`src/rtl/mem_stage_if.sv`:
```
// Data-memory bus between mem_stage (master) and a variable-latency memory (slave).
interface mem_stage_if;
    logic        mem_req;
    logic        mem_we;
    logic [15:0] mem_addr;
    logic [15:0] mem_wdata;
    logic [15:0] mem_rdata;
    logic        mem_ack;

    modport master (
        output mem_req, mem_we, mem_addr, mem_wdata,
        input  mem_rdata, mem_ack
    );

    modport slave (
        input  mem_req, mem_we, mem_addr, mem_wdata,
        output mem_rdata, mem_ack
    );
endinterface

```
`src/rtl/mem_stage.sv`:
```
// Memory-access pipeline stage: passes ALU results through, runs LOAD/STORE on a
// req/ack data memory with a timeout, and presents a registered write-back bundle.
module mem_stage #(
    parameter int MAX_WAIT = 200,
    parameter int WAIT_W   = 8
) (
    input  logic        clk,
    input  logic        reset,
    input  logic        valid_in,
    input  logic [4:0]  control_in,
    input  logic [15:0] result_in,
    input  logic [15:0] store_data,
    input  logic [5:0]  dest_index_in,
    input  logic        write_enable_in,
    output logic        stall,
    mem_stage_if.master mem,
    output logic        wb_valid,
    output logic        wb_en,
    output logic [5:0]  wb_index,
    output logic [15:0] wb_data,
    output logic [4:0]  control_out,
    output logic        mem_error
);
    localparam logic [3:0] OP_NOP   = 4'b0000;
    localparam logic [3:0] OP_LOAD  = 4'b1100;
    localparam logic [3:0] OP_STORE = 4'b1110;
    localparam logic [WAIT_W-1:0] WAIT_LAST = WAIT_W'(MAX_WAIT - 1);

    typedef enum logic {IDLE = 1'b0, ACCESS = 1'b1} state_t;

    state_t            state_reg, state_next;
    logic              mem_req_reg, mem_req_next;
    logic              mem_we_reg, mem_we_next;
    logic [15:0]       mem_addr_reg, mem_addr_next;
    logic [15:0]       mem_wdata_reg, mem_wdata_next;
    logic [WAIT_W-1:0] wait_cnt_reg, wait_cnt_next;
    logic [4:0]        ctrl_lat_reg, ctrl_lat_next;
    logic [5:0]        idx_lat_reg, idx_lat_next;
    logic              wb_valid_reg, wb_valid_next;
    logic              wb_en_reg, wb_en_next;
    logic [5:0]        wb_index_reg, wb_index_next;
    logic [15:0]       wb_data_reg, wb_data_next;
    logic [4:0]        control_out_reg, control_out_next;
    logic              mem_error_reg, mem_error_next;

    logic [3:0] opcode;
    logic       is_mem;
    logic       is_nop;
    logic       timeout;

    assign opcode  = control_in[3:0];
    assign is_mem  = (opcode == OP_LOAD) || (opcode == OP_STORE);
    assign is_nop  = (opcode == OP_NOP);
    assign timeout = (state_reg == ACCESS) && (wait_cnt_reg == WAIT_LAST) && !mem.mem_ack;

    // Held low during reset so upstream never freezes on a half-reset state.
    assign stall = !reset &&
                   (((state_reg == IDLE) && valid_in && is_mem) ||
                    ((state_reg == ACCESS) && !mem.mem_ack && !timeout));

    always_ff @(posedge clk) begin
        if (reset) begin
            state_reg       <= IDLE;
            mem_req_reg     <= 1'b0;
            mem_we_reg      <= 1'b0;
            mem_addr_reg    <= '0;
            mem_wdata_reg   <= '0;
            wait_cnt_reg    <= '0;
            ctrl_lat_reg    <= '0;
            idx_lat_reg     <= '0;
            wb_valid_reg    <= 1'b0;
            wb_en_reg       <= 1'b0;
            wb_index_reg    <= '0;
            wb_data_reg     <= '0;
            control_out_reg <= '0;
            mem_error_reg   <= 1'b0;
        end else begin
            state_reg       <= state_next;
            mem_req_reg     <= mem_req_next;
            mem_we_reg      <= mem_we_next;
            mem_addr_reg    <= mem_addr_next;
            mem_wdata_reg   <= mem_wdata_next;
            wait_cnt_reg    <= wait_cnt_next;
            ctrl_lat_reg    <= ctrl_lat_next;
            idx_lat_reg     <= idx_lat_next;
            wb_valid_reg    <= wb_valid_next;
            wb_en_reg       <= wb_en_next;
            wb_index_reg    <= wb_index_next;
            wb_data_reg     <= wb_data_next;
            control_out_reg <= control_out_next;
            mem_error_reg   <= mem_error_next;
        end
    end

    always_comb begin
        state_next = state_reg;
        case (state_reg)
            IDLE:    if (valid_in && is_mem) state_next = ACCESS;
            ACCESS:  if (mem.mem_ack || timeout) state_next = IDLE;
            default: state_next = IDLE;
        endcase
    end

    always_comb begin
        mem_req_next     = mem_req_reg;
        mem_we_next      = mem_we_reg;
        mem_addr_next    = mem_addr_reg;
        mem_wdata_next   = mem_wdata_reg;
        wait_cnt_next    = wait_cnt_reg;
        ctrl_lat_next    = ctrl_lat_reg;
        idx_lat_next     = idx_lat_reg;
        wb_valid_next    = 1'b0;
        wb_en_next       = 1'b0;
        wb_index_next    = wb_index_reg;
        wb_data_next     = wb_data_reg;
        control_out_next = control_out_reg;
        mem_error_next   = mem_error_reg;
        case (state_reg)
            IDLE: begin
                if (valid_in && is_mem) begin
                    mem_req_next   = 1'b1;
                    mem_we_next    = (opcode == OP_STORE);
                    mem_addr_next  = result_in;
                    mem_wdata_next = store_data;
                    wait_cnt_next  = '0;
                    ctrl_lat_next  = control_in;
                    idx_lat_next   = dest_index_in;
                end else if (valid_in) begin
                    wb_valid_next    = 1'b1;
                    wb_en_next       = write_enable_in && !is_nop;
                    wb_index_next    = dest_index_in;
                    wb_data_next     = result_in;
                    control_out_next = control_in;
                end
            end
            ACCESS: begin
                if (mem.mem_ack) begin
                    mem_req_next     = 1'b0;
                    wb_valid_next    = 1'b1;
                    wb_en_next       = !mem_we_reg;
                    wb_index_next    = idx_lat_reg;
                    wb_data_next     = mem_we_reg ? mem_addr_reg : mem.mem_rdata;
                    control_out_next = ctrl_lat_reg;
                end else if (timeout) begin
                    // Retire as a bubble so the pipeline keeps its one-out-per-in accounting.
                    mem_req_next     = 1'b0;
                    mem_error_next   = 1'b1;
                    wb_valid_next    = 1'b1;
                    wb_index_next    = idx_lat_reg;
                    control_out_next = ctrl_lat_reg;
                end else begin
                    wait_cnt_next = wait_cnt_reg + WAIT_W'(1);
                end
            end
            default: ;
        endcase
    end

    assign mem.mem_req   = mem_req_reg;
    assign mem.mem_we    = mem_we_reg;
    assign mem.mem_addr  = mem_addr_reg;
    assign mem.mem_wdata = mem_wdata_reg;
    assign wb_valid      = wb_valid_reg;
    assign wb_en         = wb_en_reg;
    assign wb_index      = wb_index_reg;
    assign wb_data       = wb_data_reg;
    assign control_out   = control_out_reg;
    assign mem_error     = mem_error_reg;
endmodule
```
`src/flat_wrapper.sv`:
```
// flat-port wrapper written by rule: the top's interface ports become plain ports
module mem_stage_flat 
#(
    parameter int MAX_WAIT = 200,
    parameter int WAIT_W   = 8
)
  (clk, reset, valid_in, control_in, result_in, store_data, dest_index_in, write_enable_in, stall, wb_valid, wb_en, wb_index, wb_data, control_out, mem_error, mem_mem_req, mem_mem_we, mem_mem_addr, mem_mem_wdata, mem_mem_rdata, mem_mem_ack);
  mem_stage_if mem_i ();
  input  logic clk;
  input  logic reset;
  input  logic valid_in;
  input  logic [4:0] control_in;
  input  logic [15:0] result_in;
  input  logic [15:0] store_data;
  input  logic [5:0] dest_index_in;
  input  logic write_enable_in;
  output logic stall;
  output logic wb_valid;
  output logic wb_en;
  output logic [5:0] wb_index;
  output logic [15:0] wb_data;
  output logic [4:0] control_out;
  output logic mem_error;
  output wire logic [$bits(mem_i.mem_req)-1:0] mem_mem_req;
  output wire logic [$bits(mem_i.mem_we)-1:0] mem_mem_we;
  output wire logic [$bits(mem_i.mem_addr)-1:0] mem_mem_addr;
  output wire logic [$bits(mem_i.mem_wdata)-1:0] mem_mem_wdata;
  input wire logic [$bits(mem_i.mem_rdata)-1:0] mem_mem_rdata;
  input wire logic [$bits(mem_i.mem_ack)-1:0] mem_mem_ack;
  assign mem_mem_req = mem_i.mem_req;
  assign mem_mem_we = mem_i.mem_we;
  assign mem_mem_addr = mem_i.mem_addr;
  assign mem_mem_wdata = mem_i.mem_wdata;
  assign mem_i.mem_rdata = mem_mem_rdata;
  assign mem_i.mem_ack = mem_mem_ack;
  mem_stage #(.MAX_WAIT(MAX_WAIT), .WAIT_W(WAIT_W)) u_core (.clk(clk), .reset(reset), .valid_in(valid_in), .control_in(control_in), .result_in(result_in), .store_data(store_data), .dest_index_in(dest_index_in), .write_enable_in(write_enable_in), .stall(stall), .mem(mem_i), .wb_valid(wb_valid), .wb_en(wb_en), .wb_index(wb_index), .wb_data(wb_data), .control_out(control_out), .mem_error(mem_error));
endmodule
```
`config.mk`:
```
export PLATFORM = sky130hd
export DESIGN_NAME = mem_stage_flat
export DESIGN_NICKNAME = d
export VERILOG_FILES = /design/src/rtl/mem_stage_if.sv /design/src/rtl/mem_stage.sv /design/src/flat_wrapper.sv
export SDC_FILE = /design/constraint.sdc
export NUM_CORES = 1
export LEC_CHECK = 0
export CAP_MARGIN = 20
export CORE_ASPECT_RATIO = 1.2
export CORE_MARGIN = 2
export CORE_UTILIZATION = 35
export DETAILED_ROUTE_END_ITERATION = 7
export PLACE_DENSITY = 0.76
export SYNTH_ARGS = -nofsm -noshare
export SYNTH_HDL_FRONTEND = slang
export SYNTH_SLANG_ARGS = --single-unit
```
`constraint.sdc`:
```
create_clock -name clk -period 2.11 [get_ports clk]
set_clock_uncertainty 0.2 [all_clocks]
set_input_delay 0.422 -clock clk [delete_from_list [all_inputs] [get_ports clk]]
set_output_delay 0.422 -clock clk [all_outputs]
set_load 0.005 [all_outputs]
```
### Word-level counts from Yosys, hierarchy flattened

Cells that the tools add are included.

| operators by class | value |
|---|---|
| add/sub/neg operators | 1 |
| multipliers | 0 |
| divide/modulo/power cells | 0 |
| $lt $le $gt $ge | 0 |
| equality and inequality tests | 10 |
| shift-type cells | 0 |
| muxes and demuxes | 35 |
| bitwise gates (word level) | 2 |
| reductions and logical operators | 24 |

Operators with widths:

| operator | number |
|---|---|
| 16-bit 2-to-1 mux | 4 |
| 16-bit one-hot mux with 2 select lines | 1 |
| 6-bit 2-to-1 mux | 4 |
| 8-bit 2-to-1 mux | 3 |
| 5-bit 2-to-1 mux | 4 |
| 8-bit one-hot mux with 2 select lines | 1 |
| 1-bit 2-to-1 mux | 12 |
| 2-bit inequality test, second input constant | 6 |
| 6-bit one-hot mux with 2 select lines | 1 |
| 3-bit AND reduction | 4 |
| 5-bit one-hot mux with 2 select lines | 1 |
| 1-bit logical AND | 9 |
| 8-bit by 1-bit adder with 8-bit output, second input constant | 1 |
| 4-bit == test, second input constant | 2 |
| 8-bit == test, second input constant | 1 |
| 1-bit one-hot mux with 2 select lines | 4 |
| 1-bit zero test | 5 |
| 4-bit zero test | 1 |
| 2-bit AND reduction | 2 |
| 1-bit logical OR | 3 |
| 3-bit inequality test, second input constant | 1 |
| 1-bit NOT | 2 |

| storage, ports and cells | value |
|---|---|
| flip-flop bits (word level) | 84 |
| bits in latches | 0 |
| bits in writable memories | 0 |
| bits in read-only memories | 0 |
| input port bits | 64 |
| output and inout bits | 65 |
| word-level logic and storage cells | 86 |
| memories | 0 |

### Longest topological paths before layout

| logic depth | value |
|---|---|
| depth after elaboration | 7 |
| gate-level depth with buffers | 6 |
| mapped depth without buffers | 5 |

### Worst setup path before layout

OpenSTA, ideal clock, no wires.

| path | value |
|---|---|
| path type | input port to output port |
| start point | input control_in[0] |
| end point | output stall |
| data arrival time | 1.282 ns |
| setup slack | 0.206 ns |
| stages | 5 |
| cells stage by stage | nand3b_1 nand2b_1 buf_2 clkbuf_1 a21oi_1 |

| between the ends | value |
|---|---|
| cells in the longest elaborated chain, start to end | 5 |
| elaborated cells on any way between the ends | 6 |
| those cells by class | eq/ne: 2; reduce/logical: 4 |

Ends and longest elaborated chain:

| what | RTL line | RTL |
|---|---|---|
| start: declaration | flat_wrapper.sv:12 | `input logic [4:0] control_in;` |
| 4-bit == test | mem_stage.sv:52 | `assign is_mem = (opcode == OP_LOAD) \|\| (opcode == OP_STORE);` |
| 1-bit logical OR (*) | mem_stage.sv:52 |  |
| 1-bit logical AND (*) | mem_stage.sv:58 | `(((state_reg == IDLE) && valid_in && is_mem) \|\|` |
| 1-bit logical OR (*) | mem_stage.sv:58 |  |
| 1-bit logical AND (*) | mem_stage.sv:57 | `assign stall = !reset &&` |
| end: declaration | flat_wrapper.sv:17 | `output logic stall;` |

Every way passes the cells marked *; elsewhere a longest branch is shown, timed or not.

### Worst setup path in the final report

| path | value |
|---|---|
| start point | register u_core.wait_cnt_reg[5] |
| end point | output stall |

| between the ends | value |
|---|---|
| cells in the longest elaborated chain, start to end | 7 |

Ends and longest elaborated chain:

| what | RTL line | RTL |
|---|---|---|
| start: declaration | mem_stage.sv:36 | `logic [WAIT_W-1:0] wait_cnt_reg, wait_cnt_next;` |
| start signal: assignment | mem_stage.sv:83 | `wait_cnt_reg <= wait_cnt_next;` |
| 8-bit == test | mem_stage.sv:54 | `assign timeout = (state_reg == ACCESS) && (wait_cnt_reg == WAIT_LAST) && !mem.mem_ack;` |
| 1-bit logical AND (2 in a row) | mem_stage.sv:54 |  |
| 1-bit zero test | mem_stage.sv:59 | `((state_reg == ACCESS) && !mem.mem_ack && !timeout));` |
| 1-bit logical AND | mem_stage.sv:59 |  |
| 1-bit logical OR | mem_stage.sv:58 |  |
| 1-bit logical AND | mem_stage.sv:57 |  |

Every way passes these cells.

==> out/metrics.cfg <==
[timing]
unrepaired_setup_endpoints_after_global_routing = yes
finalHoldViolations = 0
finalSetupTns_ns = -0.08529
layout_worst_path_cycle_share_pct = 104.0
finalCriticalPeriod_ns = 2.195
max_slew_margin_pct = 62.55
max_slew.worst_pin.slew_ns = 0.5617
fin_ws_ns = -0.08529
setup_viol_count_final = 1
maximum_clock_frequency_mhz = 455.5
final_max_slew_viol_count = 0

[floorplanning]
die-width_um = 95.89
die_area_um2 = 10960
initial_utilization_pct = 35.60
rows = 40
floorplan.die.height_um = 114.3
core_um2 = 9960
io-pin-count = 129

[worst_setup_path]
path_class = reg -> out
cp_data_required_time_ns = 1.49
startpoint_class_of_the_critical_path = register
worstPathArrival_ns = 1.57
setup.worst_path.end_class = primary output
critical_path.max_fanout = 2

[placed_design]
buffer_ports.inserted = 128
place_congestion = 0.8308
placement.cell_area_um2 = 5110
place.detailed.hpwl_mm = 7.167

[logic_synthesis]
avgSynthCellArea_um2 = 8.285
post_synth_mux_area_share_pct = 7.622
yosys.area_share.adder_pct = 0.3529
yosys.area_share.simple_pct = 21.38
synth_compound_area_share_pct = 18.53
synth_top_family_by_area = simple AND/OR/NAND/NOR gates
synthesis.nets = 493
yosys.cell_types.count = 40
seq_area_frac_synth_pct = 47.42
synthXorXnorAreaFrac_pct = 0
syn_inst = 428
yosysWarningCount = 0
netlist_area_um2 = 3546
postSynthRegisterBits = 84

[clock_network]
worst_skew_pair.late_latency_ns = 0.34
clkTransAtPathRegs_ns = 0.06
cts_root_buffer = sky130_fd_sc_hd__clkbuf_16
ctsHtreeMaxLevel = 3
cts.sinks = 84
cts_tree = yes
clock_path_buffers = 2
cts_inserted_buffers = 9

[global_route]
grt_start_max_net_pins = 86
antenna_found_initial = 0
global_route_wire_length_before_repair_mm = 17.13
grt_pass1_vias = 3455
grt_util_all_layers_pct = 20.11
overflow = 0

[layout]
area_overhead_of_the_layout_relative_to_synthesis_pct = 53.63
layout_commonest_cell = sky130_fd_sc_hd__clkdlybuf4s50_1
layout.nets = 630
most-common-layout-cells = sky130_fd_sc_hd__clkdlybuf4s50_1 (126), sky130_fd_sc_hd__nand2_1 (116), sky130_fd_sc_hd__dfxtp_1 (83)
final_layout_size_suffix_gt1_share_pct = 11.05
num_antenna_cells = 0
stdcell_area_um2 = 5448

[min_path]
hp-class = reg -> reg

[route]
drt_drc_violations_left = 0
detailedRoute.firstIterationViolations = 192
route.final.wire_length_mm = 10.60
antenna_left = 0
via_count = 3583
wl_per_cell_um = 15.23
drt_pre_antenna_iters = 4
vias_per_cell = 5.148

[power_and_ir_drop]
vdd.ir_drop.worst_mv = 0.4183
power_density_over_cell_area_nw_per_um2 = 712.0
p_leak_nw = 1.856

[outcome]
run_status = finished with violations
failed_checks = negative setup slack

[flow_run]
drv.max_cap_violation_count = 0

[final cells by class]
cell class / count / area, µm²
clock inverter: 6 / 86.33
tap: 126 / 157.7
multi-input combinational: 306 / 1710
sequential: 84 / 1683
fill: 910 / 4512
clock buffer: 10 / 239.0
timing repair buffer: 162 / 1564
inverter: 2 / 7.507
[final timing paths]
path | from | slack [ns] | endpoint | cells past startpoint
setup / recovery | u_core.wait_cnt_reg[5] | -0.09 | stall | 4
hold / removal | u_core.mem.mem_wdata[3] | 0.25 | u_core.mem.mem_wdata[3] | 2
setup reg to reg | u_core.wait_cnt_reg[5] | 0.12 | u_core.wait_cnt_reg[5] | 7
hold reg to reg | u_core.mem.mem_wdata[3] | 0.25 | u_core.mem.mem_wdata[3] | 2
[Yosys cell counts, drive strengths merged]
cell type  count  area, µm²
a211oi        11      82.58
a21oi         67      335.3
a221oi         1      15.01
a22o           1      8.760
a22oi          1      12.51
a311oi         1      15.01
a31oi          4      25.02
and3           1      6.260
and4           2      17.52
and4b          1      10.01
buf           14      76.33
clkbuf        22      82.58
dfxtp         84       1682
ha             1      12.51
inv            2      7.510
mux2i         27      270.3
nand2        117      446.7
nand2b         3      18.77
nand3         10      50.05
nand3b         3      22.52
nand4          2      12.51
nand4b         1      8.760
nor2           8      32.54
nor2b          4      25.02
nor3          13      65.06
nor3b          1      7.510
nor4b          1      8.760
o2111ai        1      8.760
o211ai        17      127.6
o21ai          3      18.76
o31ai          1      7.510
or3            2      12.51
or4b           1      13.76
[worst max-delay path, cell delays in order, from the launching register on]
cell and delay (ns):
sky130_fd_sc_hd__dfxtp_1 0.31, sky130_fd_sc_hd__or4b_4 0.55, sky130_fd_sc_hd__o21ai_2 0.15, sky130_fd_sc_hd__a21oi_1 0.09, sky130_fd_sc_hd__buf_2 0.14
[metal layers]
| layer | GRT usage (%) | vias to the layer above | part of all wire, % |
|---|---|---|---|
| met5 | 0 | - | 0 |
| met4 | 9.143 | 0 | 2.6 |
| met3 | 4.411 | 18 | 5.6 |
| li1 | - | 1763 | - |
| met1 | 25.08 | 1703 | 44 |
| met2 | 32.87 | 99 | 48 |
[power breakdown]
| group | internal [mW] | switching [mW] | total [mW] |
|---|---|---|---|
| logic | 0.286 | 0.199 | 0.486 |
| clock network | 1.07 | 0.645 | 1.71 |
| registers | 1.65 | 0.0333 | 1.68 |
| total | 3.00 | 0.878 | 3.88 |
[metrics by stage]
stage,util [%],setup slack (ns),total power [mW],cells,hold slack [ns]
after detailed placement,51.31,-0.4535,2.200,678,0.2455
after floorplan,-,0.2062,1.887,428,0.2360
after global placement,51.31,-0.4628,2.190,678,0.2410
after CTS,54.60,-0.1101,3.913,695,0.2546
final,54.70,-0.08529,3.879,696,0.2533
after global routing,54.70,-0.1326,4.034,696,0.2697
[logic make-up (layout without fill, tap and decap cells)]
family                     Yosys count  count (layout)
buffers and inverters               38             180
and+or+nand+nor                    170             170
AOI/OAI and AO/OA                  108             108
DFF                                 84              84
adders and majority gates            1               1
muxes                               27              27
[what timing repair did]
item | in CTS | in global routing
setup buffers | 1 | 1
gates resized for setup | 4 | 1
setup endpoints to repair | 1 | 1
pin swaps | 2 | 1
hold buffers | 0 | 0
(Power assumes the default switching activity.)
